==> src/rtl/lsu.sv <==
// Load/store unit: single outstanding byte/half/word access on a valid/ready RAM port,
// with store lane alignment, load extension and misalignment detection.
module lsu #(
    parameter int unsigned AddrWidth = 8
) (
    input  logic                 clk_i,
    input  logic                 rst_ni,
    input  logic                 req_valid_i,
    output logic                 req_ready_o,
    input  logic [31:0]          req_addr_i,
    input  logic [31:0]          req_wdata_i,
    input  logic                 req_store_i,
    input  logic [1:0]           req_size_i,
    input  logic                 req_unsigned_i,
    output logic                 resp_valid_o,
    output logic [31:0]          resp_data_o,
    output logic                 resp_err_o,
    output logic                 mem_valid_o,
    input  logic                 mem_ready_i,
    output logic [AddrWidth-1:0] mem_addr_o,
    output logic [31:0]          mem_wr_data_o,
    output logic [3:0]           mem_wr_en_o,
    input  logic [31:0]          mem_rd_data_i,
    input  logic                 mem_rd_valid_i
);

    typedef enum logic [1:0] {StIdle, StReq, StWaitRd, StResp} state_e;

    state_e               state_q, state_d;
    logic                 accept, misaligned, mem_hs;
    logic [1:0]           lane_q, size_q;
    logic                 store_q, unsigned_q;
    logic                 mem_valid_q, resp_err_q;
    logic [AddrWidth-1:0] mem_addr_q;
    logic [31:0]          mem_wr_data_q, resp_data_q;
    logic [3:0]           mem_wr_en_q;
    logic [3:0]           wr_mask;
    logic [31:0]          wr_data, rd_shift, load_ext;

    // Address bits above the RAM size wrap and are intentionally dropped.
    logic unused_addr;
    assign unused_addr = ^req_addr_i[31:AddrWidth+2];

    assign accept = req_valid_i && req_ready_o;
    assign mem_hs = mem_valid_q && mem_ready_i;

    always_comb begin
        case (req_size_i)
            2'd0:    misaligned = 1'b0;
            2'd1:    misaligned = req_addr_i[0];
            2'd2:    misaligned = (req_addr_i[1:0] != 2'b00);
            default: misaligned = 1'b1;
        endcase
    end

    always_comb begin
        wr_mask = 4'h0;
        wr_data = req_wdata_i;
        case (req_size_i)
            2'd0: begin
                wr_mask = 4'b0001 << req_addr_i[1:0];
                wr_data = {4{req_wdata_i[7:0]}};
            end
            2'd1: begin
                wr_mask = 4'b0011 << req_addr_i[1:0];
                wr_data = {2{req_wdata_i[15:0]}};
            end
            default: wr_mask = 4'hF;
        endcase
        if (!req_store_i) begin
            wr_mask = 4'h0;
        end
    end

    assign rd_shift = mem_rd_data_i >> {lane_q, 3'b000};

    always_comb begin
        case (size_q)
            2'd0:    load_ext = unsigned_q ? {24'h0, rd_shift[7:0]}
                                           : {{24{rd_shift[7]}}, rd_shift[7:0]};
            2'd1:    load_ext = unsigned_q ? {16'h0, rd_shift[15:0]}
                                           : {{16{rd_shift[15]}}, rd_shift[15:0]};
            default: load_ext = rd_shift;
        endcase
    end

    // State register
    always_ff @(posedge clk_i or negedge rst_ni) begin
        if (!rst_ni) begin
            state_q <= StIdle;
        end else begin
            state_q <= state_d;
        end
    end

    // Next-state logic
    always_comb begin
        state_d = state_q;
        case (state_q)
            StIdle:   if (accept) state_d = misaligned ? StResp : StReq;
            StReq:    if (mem_hs) state_d = store_q ? StResp : StWaitRd;
            StWaitRd: if (mem_rd_valid_i) state_d = StResp;
            default:  state_d = StIdle;
        endcase
    end

    // State-decoded outputs
    always_comb begin
        req_ready_o  = (state_q == StIdle);
        resp_valid_o = (state_q == StResp);
    end

    always_ff @(posedge clk_i or negedge rst_ni) begin
        if (!rst_ni) begin
            lane_q        <= 2'b00;
            size_q        <= 2'b00;
            store_q       <= 1'b0;
            unsigned_q    <= 1'b0;
            mem_valid_q   <= 1'b0;
            mem_addr_q    <= '0;
            mem_wr_data_q <= 32'h0;
            mem_wr_en_q   <= 4'h0;
            resp_data_q   <= 32'h0;
            resp_err_q    <= 1'b0;
        end else if (accept) begin
            lane_q      <= req_addr_i[1:0];
            size_q      <= req_size_i;
            store_q     <= req_store_i;
            unsigned_q  <= req_unsigned_i;
            resp_data_q <= 32'h0;
            resp_err_q  <= misaligned;
            if (!misaligned) begin
                mem_valid_q   <= 1'b1;
                mem_addr_q    <= req_addr_i[AddrWidth+1:2];
                mem_wr_data_q <= wr_data;
                mem_wr_en_q   <= wr_mask;
            end
        end else if (state_q == StReq && mem_hs) begin
            mem_valid_q <= 1'b0;
            mem_wr_en_q <= 4'h0;
        end else if (state_q == StWaitRd && mem_rd_valid_i) begin
            resp_data_q <= load_ext;
        end else if (state_q == StResp) begin
            resp_data_q <= 32'h0;
            resp_err_q  <= 1'b0;
        end
    end

    assign mem_valid_o   = mem_valid_q;
    assign mem_addr_o    = mem_addr_q;
    assign mem_wr_data_o = mem_wr_data_q;
    assign mem_wr_en_o   = mem_wr_en_q;
    assign resp_data_o   = resp_data_q;
    assign resp_err_o    = resp_err_q;

endmodule

==> config.mk <==
export PLATFORM = sky130hd
export DESIGN_NAME = lsu
export DESIGN_NICKNAME = d
export VERILOG_FILES = /design/src/rtl/lsu.sv
export SDC_FILE = /design/constraint.sdc
export NUM_CORES = 1
export LEC_CHECK = 0
export CAP_MARGIN = 20
export CORE_AREA = 5 5 86 88
export DETAILED_ROUTE_END_ITERATION = 6
export DIE_AREA = 0 0 91 93
export DONT_BUFFER_PORTS = 1
export GPL_ROUTABILITY_DRIVEN = 1
export PLACE_DENSITY = 0.86
export SYNTH_ARGS = -nofsm -noshare
export SYNTH_HDL_FRONTEND = slang
export SYNTH_SLANG_ARGS = --single-unit
==> constraint.sdc <==
create_clock -name clk_i -period 6.55 [get_ports clk_i]
set_input_delay 0.9825 -clock clk_i [delete_from_list [all_inputs] [get_ports clk_i]]
set_output_delay 0.9825 -clock clk_i [all_outputs]
set_load 0.02 [all_outputs]
After elaboration in Yosys (flattened, before gate mapping)
Index checks and enable logic that the tools add are counted.
Storage, ports and cells
  register bits: 86
  bits in latches: 0
  bits in writable memories: 0
  memory bits (read-only): 0
  input port bits: 105
  logic and storage cells: 70
  memories kept: 0
Cells by class
  add/subtract/negate cells: 0
  multipliers: 0
  div/mod/pow operators: 0
  magnitude comparators: 0
  equality and inequality tests: 12
  shift-type cells: 3
  muxes and demuxes: 27
  bitwise operators: 1
  reduce and logical (&&, ||, !) cells: 16
Operators by type and width (number)
  $mux W32: 6
  $pmux W32 S2: 2
  $shr A32 B5 Y32: 1
  $mux W4: 4
  $ne A2 B2 Y1 const B: 5
  $mux W1: 8
  $mux W2: 4
  $pmux W4 S2: 1
  $eq A2 B1 Y1 const B: 3
  $eq A2 B2 Y1 const B: 3
  $logic_not A2 Y1: 3
  $pmux W2 S3: 1
  $reduce_and A2 Y1: 3
  $reduce_and A3 Y1: 2
  $reduce_bool A2 Y1: 3
  $logic_and A1 B1 Y1: 4
  $shl A1 B2 Y4 const A: 1
  $shl A2 B2 Y4 const A: 1
  $pmux W1 S3: 1
  $reduce_bool A3 Y1: 1
  $ne A2 B1 Y1 const B: 1
  $not A1 Y1: 1

Longest topological paths before layout
Gate-level depths: netlist (run 1).
  depth in word-level cells: 6
  depth in mapped cells: 10

Worst setup path before layout (run 1)
Ideal clock, no wire load.
  path type: input-to-reg
  start point: input req_valid_i
  end point: register resp_data_q[24], in the netlist resp_data_o[24]
  setup time: 0.065 ns
  data arrival time: 2.364 ns
  setup slack: 4.122 ns
  stages on the path: 8
  buffers on the path: 4
  path through: and2_4 > buf_6 > or3_1 > buf_6 > nor4bb_1 > buf_4 > buf_8 > a221o_2
On the way
  cells in the longest elaborated chain, start to end: 3
Ends and longest elaborated chain
  from (decl): line 8  | input logic req_valid_i,
  $logic_and A1 B1 Y1 (*): line 44  | assign accept = req_valid_i && req_ready_o;
  $ne A2 B2 Y1 (no source line) / $reduce_bool A3 Y1 (equally long branches)
  $reduce_and A2 Y1 (no source line)
  to (signal assigned): line 142  | resp_data_q <= load_ext;
  to (decl): line 35  | logic [31:0] mem_wr_data_q, resp_data_q;
Every way passes the cells marked *; elsewhere a longest branch is shown, timed or not.
A chain may end at the register's enable or synchronous reset.

Worst setup path after layout (run 1)
  start point: register state_q[0]
  end point: register resp_data_q[25], in the netlist resp_data_o[25]
RTL lines
  from (decl): line 29  | state_e state_q, state_d;
  from (signal assigned): line 90  | state_q <= StIdle;
  from (signal assigned): line 92  | state_q <= state_d;
  $logic_not A2 Y1 (*): line 109  | req_ready_o = (state_q == StIdle);
  via req_ready_o: line 9  | output logic req_ready_o,
  $logic_and A1 B1 Y1 (*): line 44
  $ne A2 B2 Y1 (no source line) / $reduce_bool A3 Y1 (equally long branches)
  $reduce_and A2 Y1 (no source line)
The timed path passes the listed nets; every way through them passes the cells marked *. The select of a mux whose other input is x is not followed.

==> results of run 1 <==
[cells by family (layout without fill, tap and decap cells)]
family | count (synthesis) | after routing
muxes | 73 | 73
and+or+nand+nor | 100 | 100
adders and majority gates | 4 | 4
buffers and inverters | 35 | 26
DFF | 86 | 86
AOI/OAI and AO/OA | 105 | 105
[worst max-delay path: cells and delay by family (launching register included)]
kind	cells	cell delay, ns
AO/OA/AOI/OAI	1	0.27
AND/OR/NAND/NOR	3	1.47
buffers and inverters	1	0.08
flip-flops	1	0.39
adder cells (fa/ha/maj)	1	0.34
[per-stage QoR]
| stage | std cells | setup slack [ns] | cell area (um2) | utilization, % | total power [uW] |
|---|---|---|---|---|---|
| 3_5_place_dp | 457 | 3.823 | 4265 | 64.93 | 1961 |
| 2_1_floorplan | 403 | 4.122 | 4270 | - | 1787 |
| 5_1_grt | 474 | 3.770 | 4498 | 68.48 | 2505 |
| 4_1_cts | 473 | 3.928 | 4471 | 68.06 | 2343 |
| 6_report | 474 | 3.925 | 4498 | 68.48 | 2346 |
| 3_3_place_gp | 457 | 3.835 | 4265 | 64.93 | 1913 |
[metal layers]
metal / wire length, um / part of all wire (%) / track usage (%) / vias to the layer above
li1: - / - / - / 1406
met1: 3655 / 36 / 27.45 / 1523
met2: 5155 / 51 / 39.36 / 150
met3: 1134 / 11 / 9.574 / 12
met4: 118 / 1.2 / 10.51 / 0
met5: 0 / 0 / 0 / -
[layout by cell type (no fill, tap or decap), types with 2 or more instances in the layout]
master,n
mux4_2,2
clkbuf_8,10
mux2_2,30
ha_1,4
o21ai_0,58
nor2_1,23
mux2i_1,41
nand2_1,49
inv_6,2
nand3_1,8
or3_1,2
clkinvlp_4,2
a21oi_1,23
a221o_2,16
inv_1,5
a21o_1,2
nand3b_1,9
buf_4,4
dfrtp_1,86
[state kept, by name, indices dropped and copies added (netlist names)]
name,count
mem_wr_data_o,32
mem_valid_o,1
unsigned_q,1
resp_err_o,1
mem_addr_o,8
store_q,1
mem_wr_en_o,4
state_q,2
resp_data_o,32
lane_q,2
size_q,2
[power by group through the flow]
stage | Clock [uW] | Combinational (uW) | Sequential, uW
2_1_floorplan | 0 | 596 | 1190
3_3_place_gp | 0 | 625 | 1290
6_report | 381 | 701 | 1260
4_1_cts | 391 | 659 | 1290
5_1_grt | 416 | 793 | 1300
3_5_place_dp | 0 | 660 | 1300
[path summary, 6_finish.rpt]
path / start / end / slack (ns) / cells after the start
max in group asynchronous: rst_ni / mem_wr_data_o[15] / 6.13 / 0
setup reg to reg: state_q[0] / resp_data_o[25] / 3.92 / 6
setup / recovery: state_q[0] / resp_data_o[25] / 3.92 / 6
min in group clk_i: store_q / store_q / 0.53 / 1
hold / removal: rst_ni / resp_data_o[11] / 0.32 / 0
hold reg to reg: store_q / store_q / 0.53 / 1
[area by class of cell]
cell class              instances  area share, %
inverters                       5         0.4172
flip-flops and latches         86          47.84
clock inverters                 6          1.502
repair buffers                  5          1.280
multi-input cells             282          43.67
clock buffers                  10          3.060
well taps                      80          2.225
==> key figures, run 1 <==
Outcome
  – Status: finished, violations left
  – Failing checks: design-rule violations

Logic synthesis
  – Top-area cell type share of the netlist area: 50.40%
  – Area leader, netlist: dfrtp_1
  – Sequential-to-total area share from yosys stat: 50.40%
  – Largest family of logic cells by synthesized area: multiplexers
  – Ranking of synthesized cells by area: dfrtp_1, mux2i_1, mux2_2
  – Mux contribution to synthesized area: 18.58%
  – Ys async rst share: 100.0%
  – Synth Instances: 403
  – Count leader, synth: dfrtp_1
  – Yosys warning count: 0
  – Synth Area in Simple Gates: 10.90%
  – Adder-Cell Fraction of Synth Area: 1.172%
  – Synth unique cells: 34
  – Top FF cell, synth: dfrtp_1
  – Compound-gate portion of the synthesized area: 15.09%
  – Syn Std Cell Area: 4270 um2
  – Avg Cell Area, Syn: 10.60 um2
  – Mapped Nets: 512
  – Most common library cells after synthesis: dfrtp_1, o21ai_0, nand2_1, mux2i_1, mux2_2
  – Seq cells post-synth: 86
  – Post-Synth XOR/XNOR Area: 0%
  – EDFF count, synth: 0

STA
  – Worst hold margin: 0.3194 ns
  – Final Skew: 0.007769 ns
  – Worst slew pin tran: 0.8946 ns
  – RSZ-0062 raised after global routing: no
  – Max Slew Vio Count: 0
  – TNS Setup: 0 ns
  – Final Hold Vio Count: 0
  – Minimum clock period: 2.625 ns
  – Slew headroom: 40.14%
  – Fin crit share: 40.08%
  – Maximum achievable frequency: 380.9 MHz
  – # setup viols final: 0

Clocking
  – Post-CTS Setup Bufs: 0
  – TritonCTS clock tree: done
  – Worst-path clk slew: 0.09 ns
  – CTS max path bufs: 2
  – Worst-Skew Late Latency: 0.35 ns
  – CTS Buf Count: 9
  – Clk root buf: clkbuf_8
  – H-tree depth: 3
  – PostCTS Resize Cnt: 0
  – # hold bufs at CTS: 0
  – # clock sinks: 86

Setup path
  – Endpoint type of the worst setup path: flip-flop
  – CP peak stage delay: 0.63 ns
  – Nature of the critical path startpoint: flip-flop
  – Worst EP arrival: 2.91 ns
  – CP Class: flip-flop to flip-flop
  – Req. time, crit path: 6.84 ns
  – CP Max Fanout: 19
  – Critical path cell sequence: inv_1 > ha_1 > and2_4 > or3_1 > nor3_2 > a221o_2
  – Critical path's slowest cell: or3_1

Cells and area
  – Share of cells above drive strength 1: 19.54%
  – Synth-to-Final Area Change: 5.332%
  – N_diodes: 0
  – Seq. cell area: 2152 um2
  – Fillers: 477
  – Area of the multi-input gates: 1964 um2
  – # nets final: 498

Drt
  – Routed wire per std cell: 21.23 um
  – # DRC: 2
  – Via count: 3091
  – WL final: 10060 um
  – Vias per cell: 6.521
  – Drt pass-1 iters: 7
  – Drt first-iter violations: 199
  – Detail Route Antenna Nets: 0

Placed design
  – Final Wtd Congestion: 0.7945
  – PortBufs: 0
  – HPWL Detailed: 7274 um

Power and ir drop
  – Worst vdd ir: 0.2903 mV
  – Pleak: 0.002051 uW
  – Comb pwr share: 29.9%
  – Sw frac: 44.46%
  – Clock network fraction of total power: 16.2%
  – Seq pwr share: 53.9%
  – Int Pwr: 1303 uW
  – Switch Pwr: 1043 uW
  – Power density over cell area: 521.5 nW/um2

Global routing
  – Global-route usage over all layers: 23.88%
  – Initial antenna violation count: 0
  – Vias in the first global route: 3197
  – First-pass GRT wire length: 16260 um
  – Total grt overflow: 0
  – Largest net degree at the start of global routing: 87

Floorplan
  – Initial cell density of the core: 65.01%
  – DIE AREA: 8463 um2
  – Chip width: 91 um
  – Core footprint: 6569 um2
  – # IOs: 185
  – Core Rows: 30
  – Die Y: 93 um

Run
  – MaxCap Viol Count: 0

Min path
  – Hold Path Class: input pin to asynchronous set/reset pin
No activity file was read; power rests on OpenSTA's default activity.
==> run 2: changes to the inputs <==
--- a/config.mk
+++ b/config.mk
@@ -6,12 +6,12 @@
 export NUM_CORES = 1
 export LEC_CHECK = 0
 export CAP_MARGIN = 20
-export CORE_AREA = 5 5 86 88
+export CORE_AREA = 5 5 93 95
 export DETAILED_ROUTE_END_ITERATION = 6
-export DIE_AREA = 0 0 91 93
+export DIE_AREA = 0 0 98 100
 export DONT_BUFFER_PORTS = 1
 export GPL_ROUTABILITY_DRIVEN = 1
-export PLACE_DENSITY = 0.86
+export PLACE_DENSITY = 0.78
 export SYNTH_ARGS = -nofsm -noshare
 export SYNTH_HDL_FRONTEND = slang
 export SYNTH_SLANG_ARGS = --single-unit
==> constraint.sdc (replaced) <==
create_clock -name clk_i -period 2.3 [get_ports clk_i]
set_input_delay 0.345 -clock clk_i [delete_from_list [all_inputs] [get_ports clk_i]]
set_output_delay 0.345 -clock clk_i [all_outputs]
set_load 0.02 [all_outputs]
==> run 2 against run 1 <==
Compared with the run above: the run ends with negative hold slack left; sequential power increased to 2.8 times the previous value; final cell count increased by 6.3%; register-to-register slack got worse by 3.8 ns; clock power rose to 2.8 times the previous value; via count grew 0.39%; clock skew rose by 0.0027 ns; sequential share of layout area down 0.91 points; combinational power rose to 3.0 times the previous value; largest cell class unchanged; critical path depth unchanged; largest power group unchanged; first-iteration DRC count is 48% lower; critical path type unchanged; non-clock buffer count up 8.
==> key figures, run 2 (synthesized netlist as in run 1, its figures left out) <==
STA
  – Maximum achievable frequency: 463.1 MHz
  – Final Hold Vio Count: 86
  – Fin crit share: 93.89%
  – Worst slew pin tran: 0.6045 ns
  – # setup viols final: 0
  – RSZ-0062 raised after global routing: no
  – Minimum clock period: 2.159 ns
  – Final Skew: 0.01042 ns
  – TNS Setup: 0 ns
  – Worst hold margin: -0.3126 ns
  – Slew headroom: 59.55%
  – Max Slew Vio Count: 0

Drt
  – Routed wire per std cell: 20.82 um
  – Vias per cell: 6.157
  – Detail Route Antenna Nets: 0
  – # DRC: 0
  – Drt pass-1 iters: 4
  – Via count: 3103
  – Drt first-iter violations: 103
  – WL final: 10490 um

Cells and area
  – Most frequent cells in the layout: dfrtp_1, o21ai_0, nand2_1
  – Seq. cell area: 2152 um2
  – Fillers: 627
  – Final core occ: 59.96%
  – Area of the multi-input gates: 1964 um2
  – # nets final: 506
  – Commonest non-fill, non-tap cell in the layout: dfrtp_1
  – Synth-to-Final Area Change: 7.384%
  – N_diodes: 0
  – Share of cells above drive strength 1: 20.90%

Global routing
  – Vias in the first global route: 3327
  – Met2 usage: 37.17%
  – Met1 usage: 24.58%
  – First-pass GRT wire length: 17310 um
  – Total grt overflow: 0
  – Initial antenna violation count: 0
  – Grt peak-use layer: met2
  – Largest net degree at the start of global routing: 87
  – Met3 usage: 9.243%
  – Global-route usage over all layers: 21.87%

Floorplan
  – Chip width: 98 um
  – Initial cell density of the core: 55.84%
  – Core Rows: 32
  – Core footprint: 7647 um2
  – DIE AREA: 9800 um2
  – Die Y: 100 um
  – # IOs: 185

Power and ir drop
  – Int Pwr: 3748 uW
  – Seq pwr share: 52.9%
  – Switch Pwr: 2967 uW
  – Sw frac: 44.19%
  – Power density over cell area: 1464 nW/um2
  – Total Power: 6715 uW
  – Worst vdd ir: 0.6750 mV
  – Clock network fraction of total power: 16.0%
  – Comb pwr share: 31.0%
  – Pleak: 0.002089 uW

Clocking
  – CTS Buf Count: 9
  – PostCTS Resize Cnt: 0
  – Worst-path clk slew: 0.09 ns
  – H-tree depth: 3
  – Worst-Skew Late Latency: 0.35 ns
  – TritonCTS clock tree: done
  – # clock sinks: 86
  – CTS max path bufs: 2
  – Clk root buf: clkbuf_8

Setup path
  – Nature of the critical path startpoint: flip-flop
  – CP Max Fanout: 8
  – Reg2reg start: state_q[1]
  – Worst r2r dst: resp_data_o[19]
  – Endpoint type of the worst setup path: flip-flop
  – Worst reg2reg path depth: 6
  – Critical Path Source: state_q[1]
  – Req. time, crit path: 2.59 ns
  – CP Class: flip-flop to flip-flop
  – Worst EP arrival: 2.45 ns
  – R2r setup slk: 0.14 ns

Placed design
  – HPWL Detailed: 7725 um
  – Final Wtd Congestion: 0.9036
  – PortBufs: 0

Outcome
  – Failing checks: negative hold slack
  – Status: finished, violations left

Min path
  – Hold Path Class: input pin to asynchronous set/reset pin

Run
  – MaxCap Viol Count: 0
==> run 2: changes by cell type in the layout (fill, tap and decap cells not counted), sizes merged <==
cell    delta
inv        -2
clkinv     +1
clkbuf     +1
buf        +8
==> run 2: cell type report <==
type                    instances  share of cell area, %
clock buffers                  11                  3.083
clock inverters                 5                  1.282
inverters                       5                 0.4093
multi-input cells             282                  42.84
flip-flops and latches         86                  46.93
well taps                     102                  2.783
repair buffers                 13                  2.674
==> run 2: repair_timing <==
item,in CTS,in global routing
setup buffers,0,0
setup endpoints to repair,0,0
endpoints found under the hold margin,86,86
==> run 2: per-layer routing <==
layer / share of wire (%) / vias to the layer above
met5: 0 / -
met4: 2.0 / 0
met3: 11 / 18
met2: 49 / 148
met1: 37 / 1508
li1: - / 1429
==> run 2: critical path: stages (launching register included) <==
cell and delay (ns):
dfrtp_1 0.39, inv_1 0.08, ha_1 0.22, and3_1 0.18, or3_1 0.47, nor2_1 0.52, a221o_2 0.25
==> run 2: how the worst max path moves through the flow <==
stage                 endpoint  slack (ns)  cells after the start
3_3_place_gp   resp_data_o[17]        0.24                      6
4_1_cts        resp_data_o[19]        0.16                      6
2_1_floorplan  resp_data_o[24]        0.08                     10
3_5_place_dp   resp_data_o[19]        0.19                      6
5_1_grt        resp_data_o[19]        0.04                      6
6_report       resp_data_o[19]        0.14                      6
==> run 2: per-stage QoR <==
step	setup WS [ns]	std cells	cell area, um2
after global routing	0.04063	504	4586
after detailed placement	0.1861	488	4385
after floorplan	0.08302	403	4270
after global placement	0.2388	488	4385
final	0.1406	504	4586
after CTS	0.1580	504	4586
==> run 2: power groups by stage <==
stage               clock [uW]  combinational (uW)  sequential (uW)
floorplan                    0                1700             3390
global placement             0                1990             3580
detailed placement           0                2090             3600
CTS                       1110                2090             3580
global route              1180                2350             3660
finish                    1080                2080             3550
==> run 3: changes to the inputs <==
--- a/config.mk
+++ b/config.mk
@@ -6,12 +6,13 @@
 export NUM_CORES = 1
 export LEC_CHECK = 0
 export CAP_MARGIN = 20
-export CORE_AREA = 5 5 93 95
+export CORE_AREA = 5 5 89 91
 export DETAILED_ROUTE_END_ITERATION = 6
-export DIE_AREA = 0 0 98 100
+export DIE_AREA = 0 0 94 96
 export DONT_BUFFER_PORTS = 1
 export GPL_ROUTABILITY_DRIVEN = 1
-export PLACE_DENSITY = 0.78
+export GPL_TIMING_DRIVEN = 0
+export PLACE_DENSITY = 0.81
 export SYNTH_ARGS = -nofsm -noshare
 export SYNTH_HDL_FRONTEND = slang
 export SYNTH_SLANG_ARGS = --single-unit
==> constraint.sdc (replaced) <==
create_clock -name clk_i -period 2.04 [get_ports clk_i]
set_input_delay 0.306 -clock clk_i [delete_from_list [all_inputs] [get_ports clk_i]]
set_output_delay 0.306 -clock clk_i [all_outputs]
set_load 0.02 [all_outputs]
==> run 3 against run 2 <==
Compared with the run above: the flow finishes with violations (negative hold slack, negative setup slack); sequential power is 14% higher; flip-flop and latch count stayed put; cell area is 5.2% higher; clock-buffer cell count is 2 lower; highest routed layer unchanged.
==> key figures, run 3 (synthesized netlist as in run 1, its figures left out) <==
Floorplan
  – DIE AREA: 9024 um2
  – Chip width: 94 um
  – Initial cell density of the core: 60.49%
  – Core Rows: 31
  – Core footprint: 7059 um2
  – # IOs: 185
  – Die Y: 96 um

Global routing
  – Global-route usage over all layers: 25.59%
  – Total grt overflow: 0
  – Vias in the first global route: 3499
  – Largest net degree at the start of global routing: 87
  – Initial antenna violation count: 0
  – First-pass GRT wire length: 17680 um

Cells and area
  – Design area: 4825 um2
  – Share of cells above drive strength 1: 25.17%
  – Area of the multi-input gates: 2031 um2
  – # nets final: 537
  – Synth-to-Final Area Change: 12.98%
  – N_diodes: 0
  – Fillers: 544
  – Commonest non-fill, non-tap cell in the layout: dfrtp_1
  – Seq. cell area: 2153 um2
  – Final core occ: 68.34%
  – Most frequent cells in the layout: dfrtp_1, o21ai_0, nand2_1

Drt
  – WL final: 11530 um
  – Drt first-iter violations: 145
  – Detail Route Antenna Nets: 0
  – Routed wire per std cell: 21.67 um
  – Vias per cell: 6.258
  – Drt pass-1 iters: 6
  – Via count: 3329
  – # DRC: 0

STA
  – Final Hold Vio Count: 86
  – Worst hold margin: -0.3686 ns
  – Final Skew: 0.003316 ns
  – Slew headroom: 39.39%
  – Fin crit share: 101.8%
  – # setup viols final: 15
  – Maximum achievable frequency: 481.5 MHz
  – Final WS setup: -0.03663 ns
  – Worst slew pin tran: 0.9057 ns
  – Max Slew Vio Count: 0
  – Minimum clock period: 2.077 ns
  – RSZ-0062 raised after global routing: yes

Clocking
  – TritonCTS clock tree: done
  – CTS max path bufs: 2
  – Worst-path clk slew: 0.09 ns
  – # clock sinks: 86
  – CTS Buf Count: 9
  – Clk root buf: clkbuf_8
  – Worst-Skew Late Latency: 0.36 ns
  – H-tree depth: 3

Setup path
  – Nature of the critical path startpoint: flip-flop
  – Worst EP arrival: 2.38 ns
  – Req. time, crit path: 2.34 ns
  – CP bufs+invs: 5
  – CP Class: flip-flop to flip-flop
  – CP peak stage delay: 0.45 ns
  – Endpoint type of the worst setup path: flip-flop
  – CP Max Fanout: 5
  – Critical path's slowest cell: dfrtp_2
  – CP most frequent cell: buf_6
  – Family with the most delay on the worst path: simple AND/OR/NAND/NOR gates
  – Critical path cell sequence: inv_2 > buf_6 > ha_4 > nand2_2 > or3_4 > buf_6 > nor4bb_4 > buf_6 > buf_6 > a221o_2

Placed design
  – HPWL Detailed: 8372 um
  – Post-placement cell area: 4407 um2
  – PortBufs: 0
  – Final Wtd Congestion: 0.8139

Power and ir drop
  – Power density over cell area: 1647 nW/um2
  – Int Pwr: 4353 uW
  – Clock network fraction of total power: 15.6%
  – Seq pwr share: 50.8%
  – Comb pwr share: 33.7%
  – Sw frac: 45.22%
  – Worst vdd ir: 0.8125 mV
  – Switch Pwr: 3593 uW
  – Pleak: 0.002194 uW

Outcome
  – Failing checks: negative hold slack, negative setup slack
  – Status: finished, violations left

Min path
  – Hold Path Class: input pin to asynchronous set/reset pin

Run
  – MaxCap Viol Count: 0
## run 3: stage by stage
stage / TNS [ns] / std cells / total power [uW] / setup slack (ns)
finish: -0.2248 / 532 / 7945 / -0.03663
global route: -1.835 / 532 / 8426 / -0.1300
CTS: -1.504 / 530 / 7879 / -0.1389
detailed placement: -3.443 / 502 / 6482 / -0.2184
global placement: -1.745 / 502 / 6349 / -0.1157
floorplan: 0 / 403 / 5772 / 0.02879
## run 3: worst paths after layout
path | startpoint | to | slack (ns) | cells past startpoint
max in group asynchronous | rst_ni | mem_addr_o[1] | 2.28 | 0
hold reg to reg | store_q | store_q | 0.54 | 1
min in group clk_i | req_addr_i[7] | mem_addr_o[5] | 0.09 | 1
setup reg to reg | state_q[0] | resp_data_o[23] | -0.04 | 10
setup / recovery | state_q[0] | resp_data_o[23] | -0.04 | 10
hold / removal | rst_ni | resp_data_o[14] | -0.37 | 0
## run 3: power groups by stage
stage          logic (uW)  registers [uW]  clock network (uW)
2_1_floorplan        1940            3830                   0
3_3_place_gp         2310            4040                   0
3_5_place_dp         2410            4070                   0
4_1_cts              2570            4040                1260
5_1_grt              2950            4140                1340
6_report             2670            4030                1240
## run 3: metal layers
layer  share of wire, %  vias up  track usage (%)
li1                   -     1488                -
met1                 35     1631            28.69
met2                 49      185            42.81
met3                 13       25            11.10
met4                2.1        0            10.71
met5                  0        -                0
## run 3: what timing repair did
| item | in CTS | in global routing |
|---|---|---|
| setup endpoints to repair | 35 | 48 |
| pin swaps | 3 | 5 |
| setup buffers | 12 | 4 |
| gates cloned | 1 | 0 |
| endpoints found under the hold margin | 86 | 86 |
| resized for setup | 15 | 18 |
## run 3: final cells by class
| cell class | instances | area share [%] |
|---|---|---|
| well taps | 99 | 2.567 |
| inverters | 5 | 0.3890 |
| multi-input cells | 282 | 42.09 |
| clock buffers | 9 | 2.567 |
| flip-flops and latches | 86 | 44.63 |
| repair buffers | 16 | 3.164 |
| plain buffers | 28 | 2.931 |
| clock inverters | 7 | 1.660 |
